[config.mk]
export PLATFORM = sky130hd
export DESIGN_NAME = counter_bcd
export DESIGN_NICKNAME = d
export VERILOG_FILES = /design/src/rtl/counter_bcd.sv
export SDC_FILE = /design/constraint.sdc
export NUM_CORES = 1
export LEC_CHECK = 0
export CELL_PAD_IN_SITES_DETAIL_PLACEMENT = 2
export CELL_PAD_IN_SITES_GLOBAL_PLACEMENT = 2
export CORE_ASPECT_RATIO = 0.9
export CORE_MARGIN = 2
export CORE_UTILIZATION = 27
export DETAILED_ROUTE_END_ITERATION = 12
export HOLD_SLACK_MARGIN = 0.03
export PLACE_DENSITY_LB_ADDON = 0.1
export SYNTH_ARGS = -nofsm -noshare
export SYNTH_HDL_FRONTEND = slang
export SYNTH_SLANG_ARGS = --single-unit
[constraint.sdc]
create_clock -name clk -period 2.43 [get_ports clk]
set_clock_uncertainty 0.1 [all_clocks]
set_input_delay 0.6075 -clock clk [delete_from_list [all_inputs] [get_ports clk]]
set_output_delay 0.6075 -clock clk [all_outputs]
set_load 0.05 [all_outputs]
[src/rtl/counter_bcd.sv]
// Free-running packed-BCD counter with NUM_DIGITS decimal digits.
// Counts 0 .. 10^NUM_DIGITS-1 and wraps; synchronous active-high reset.
module counter_bcd #(
    parameter int NUM_DIGITS = 2
) (
    input  logic                    clk,
    input  logic                    reset,
    output logic [4*NUM_DIGITS-1:0] out
);

    // Advance one BCD digit. Returns {carry_out, next_digit}.
    // Codes >= 9 roll to 0 so that a corrupted A-F digit recovers on its next carry.
    function automatic logic [4:0] bcd_step(input logic [3:0] digit, input logic carry_in);
        logic [4:0] result;
        if (!carry_in) begin
            result = {1'b0, digit};
        end else if (digit >= 4'd9) begin
            result = {1'b1, 4'd0};
        end else begin
            result = {1'b0, digit + 4'd1};
        end
        return result;
    endfunction

    logic [4*NUM_DIGITS-1:0] count_r;
    logic [4*NUM_DIGITS-1:0] count_next_s;

    // Ripple the increment from the units digit upward.
    always_comb begin
        logic       carry_v;
        logic [4:0] step_v;
        count_next_s = {NUM_DIGITS{4'd0}};
        carry_v      = 1'b1;
        step_v       = 5'd0;
        for (int i = 0; i < NUM_DIGITS; i++) begin
            step_v                  = bcd_step(count_r[4*i +: 4], carry_v);
            count_next_s[4*i +: 4]  = step_v[3:0];
            carry_v                 = step_v[4];
        end
    end

    // Count register; reset takes priority over counting.
    always_ff @(posedge clk) begin
        if (reset) begin
            count_r <= {NUM_DIGITS{4'd0}};
        end else begin
            count_r <= count_next_s;
        end
    end

    assign out = count_r;

endmodule

# After elaboration in Yosys (flattened, before gate mapping)
# Index checks and enable logic that the tools add are counted.
[totals]
wordCells = 9
ff_bits = 8
in_bits = 2
[op_classes]
addsub = 2
mux = 2
reduce_logical = 1
n_lt_le_gt_ge = 2
[op_table]
columns = ["cell", "count"]
rows = [
  ["adder 4 x 1 -> 4 bit (second input constant)", 2],
  [">= comparator 4 bit (second input constant)", 2],
  ["2-to-1 mux 5 bit", 1],
  ["2-to-1 mux 4 bit", 1],
  ["OR reduction 2 bit", 1],
]

# Longest topological paths before layout
# Gate-level depths: netlist (run 1).
[logic_depth]
depth_word = 2
ltp_mapped = 6
depth_no_buf = 6

# Worst setup path before layout (run 1)
# Ideal clock, no wire load.
[synth_path]
path_type = "reg2reg"
startpoint = "register count_r[5] (netlist: out[5])"
endpoint = "register count_r[4] (netlist: out[4])"
setup_ns = 0.072
t_required_ns = 2.258
path_stages_with_launch = 7
arrival_ns = 1.694
slack_ns = 0.565
path_cell_list = "dfxtp_1 -> inv_1 -> ha_1 -> or3b_1 -> a21oi_2 -> nand2b_2 -> mux2i_1"
[synth_via]
elab_chain_len = 2
[synth_lines]
columns = ["element", "line", "source"]
rows = [
  ["start: declaration", "25", "logic [4*NUM_DIGITS-1:0] count_r;"],
  ["start signal: assignment", "45", "count_r <= {NUM_DIGITS{4'd0}};"],
  ["start signal: assignment", "47", "count_r <= count_next_s;"],
  [">= comparator 4 bit", "17", "end else if (digit >= 4'd9) begin"],
  ["2-to-1 mux 4 bit", "17", ""],
]
# No other way between the ends.
# A chain may end at the register's enable or synchronous reset.

# Worst setup path after layout (run 1)
[layout_path]
startpoint = "register count_r[0] (netlist: out[0])"
endpoint = "output port out[0]"
[layout_lines]
columns = ["element", "line", "source"]
rows = [
  ["end: declaration", "8", "output logic [4*NUM_DIGITS-1:0] out"],
]
# No word-level cell between the ends.

==> metrics.yaml, run 1 <==
status: "finished, final reports clean"
diodes: 0
port_buffers: 9
syn-instance-count: 44
arrival_ns: 1.55
start_util: 0.284
syn-num-nets: 52
critPathMaxStageDelay_ns: 0.86
tns_ns: 0
path_buf_inv: 1
drtPass1Iterations: 4
numCtsBuffers: 3
swShare: 0.296
leakagePower_nw: 0.227
max_clock_freq_mhz: 443
intPower_uw: 208
setup_viol: 0
share_comb_of_total_power: 0.145
ys_warn_count: 0
yosys-top-cells-count: "8 x dfxtp_1, 8 x inv_1, 6 x ha_1"
insertion_delay_ns: 0.26
cp_top_family: "buffers and inverters"
track_usage: 0.148
rows: 13
wl_per_cell_um: 14.9
worstHoldPathType: "flop to flop"
holdBufCountCts: 0
routed_wl_um: 1060
cts.sinks: 8
placed_cells: 68
cts.repair.resized: 0
yosysUniqueCellTypes: 19
worstPathRequired_ns: 1.72
path_class: "flop to primary output"
async_flop_share: 0
yosys.area.top_type_share: 0.394
hold_ws_ns: 0.408
htree_levels: 1
synthTopCellsByArea: "dfxtp_1 39%, ha_1 18%, inv_1 7.4%, nand3_1 3.7%, nor2_1 3.7%"
worst_pin_slew_ns: 0.513
min_period_over_period: 0.928
syn_area_um2: 407
yosysTopAreaCell: "dfxtp_1"
grt_pass1_wl_um: 1750
post-route-min-period_ns: 2.26
power_frac_clock: 0.376
path_cells: "clkdlybuf4s50_1"
post_dp_cell_area_um2: 515
syn_avg_cell_area_um2: 9.24
critPathCaptureType: "primary output"
layout_setup_ws_ns: 0.175
drt-initial-drc-count: 10
die_area_um2: 1830
ant_nets: 0
relSlewSlack: 0.657
globalRouteOverflowTotal: 0
cts_tree: "yes"
rsz0062_at_grt: "no"
cap_violations: 0
dieHeight_um: 40.8
power.density_nw_per_um2: 548
io_pins: 10
switching_power_uw: 87.2
ys_seq_area_frac: 0.394
largest_reg_flops: 8
dp_slack_ns: 0.455
grt_max_degree: 7
antenna_found_initial: 0
slowest_stage: "clkdlybuf4s50_1"
die_w_um: 44.9
detailed_place_hpwl_um: 793
fillers: 164
via_count: 340
fin_nets: 66
coreArea_um2: 1430
synth_flop_cell: "dfxtp_1"
stdcell_count: 71
globalplace.congestion: 0.643
cts-root-buf: "clkbuf_4"
path_clk_slew_ns: 0.06
p_seq_frac: 0.479
grt_pass1_vias: 352
finalInstanceArea_um2: 538
slew_viol_final: 0
synth-seq-cells: 8
viasPerCell: 4.79
syn_to_final_growth_pct: 32.3
crit_fanout: 6
cp-start-kind: "flop"
clock_path_buffers: 2
postCtsSetupBuffers: 0
layout-drive-gt1-share: 0.107
hold_viol: 0
synth_enable_flop_cells: 0
ir_drop_v: 0.000187
drc: 0
power by group through the flow:
| stage | logic, mW | clock network (mW) | registers [mW] |
|---|---|---|---|
| 2_1_floorplan | 0.0133 | 0 | 0.158 |
| 3_3_place_gp | 0.0417 | 0 | 0.144 |
| 3_5_place_dp | 0.0433 | 0 | 0.144 |
| 4_1_cts | 0.0436 | 0.116 | 0.141 |
| 5_1_grt | 0.0469 | 0.123 | 0.142 |
| 6_report | 0.0429 | 0.111 | 0.141 |
final timing paths:
path | startpoint | to | slack (ns) | cells past startpoint
hold reg to reg | out[0] | out[0] | 0.41 | 1
setup / recovery | out[0] | out[0] | 0.17 | 1
hold / removal | out[0] | out[0] | 0.41 | 1
setup reg to reg | out[1] | out[6] | 0.73 | 5
metrics by stage:
step | power (mW) | util
after global placement | 0.185 | 0.360
after detailed placement | 0.188 | 0.360
final | 0.295 | 0.376
after global routing | 0.313 | 0.376
after CTS | 0.301 | 0.376
after floorplan | 0.172 | -
metal layers:
layer | vias up | share of wire | GRT usage
met1 | 161 | 0.49 | 0.192
met4 | 0 | 0.021 | 0.110
li1 | 170 | - | -
met2 | 5 | 0.46 | 0.210
met3 | 4 | 0.030 | 0.0396
met5 | - | 0 | 0
worst register-to-register path: cells and delay by family (launching register included):
family | cells | cell delay, ns
AND/OR/NAND/NOR | 1 | 0.26
AO/OA/AOI/OAI | 2 | 0.56
adder cells (fa/ha/maj) | 1 | 0.20
buffers and inverters | 1 | 0.09
flip-flops | 1 | 0.38
cell usage in the layout, fill, tap and decap left out:
cell type        n
ha_1             6
a21oi_2          1
nand2b_1         1
xor2_1           1
xnor2_1          1
inv_1            8
nand3_1          3
dfxtp_1          8
and3_1           1
nand2_1          1
or3b_1           1
a21oi_1          1
o22ai_1          1
o21ai_1          2
clkdlybuf4s50_1  9
o211ai_1         1
nand2b_2         1
nor2_1           4
mux2i_1          1
clkbuf_4         3
o31ai_2          1
kinds of logic (layout without fill, tap and decap cells):
group / count (synthesis) / in the layout / synth area share
mux: 1 / 1 / 0.0246
compound gates: 7 / 7 / 0.123
fa+ha+maj: 6 / 6 / 0.185
flops: 8 / 8 / 0.394
buf+inv: 8 / 20 / 0.0738
xor+xnor: 2 / 2 / 0.0431
simple gates: 12 / 12 / 0.157
final cells by class:
type                            count  area [um2]  share of cell area
Timing Repair Buffer                9        90.1               0.167
Sequential cell                     8         160               0.298
Clock buffer                        3        22.5              0.0419
Inverter                            8        30.0              0.0558
Tap cell                           15        18.8              0.0349
Multi-Input combinational cell     28         216               0.402
Note: power is estimated with default switching activity, not from simulation.
==> run 2, diff against run 1 <==
--- a/config.mk
+++ b/config.mk
@@ -13,6 +13,7 @@
 export DETAILED_ROUTE_END_ITERATION = 12
 export HOLD_SLACK_MARGIN = 0.03
 export PLACE_DENSITY_LB_ADDON = 0.1
+export SKIP_CTS_REPAIR_TIMING = 1
 export SYNTH_ARGS = -nofsm -noshare
 export SYNTH_HDL_FRONTEND = slang
 export SYNTH_SLANG_ARGS = --single-unit
==> results of run 2 <==
No change in the layout: final DEF, timing and power equal those of run 1.
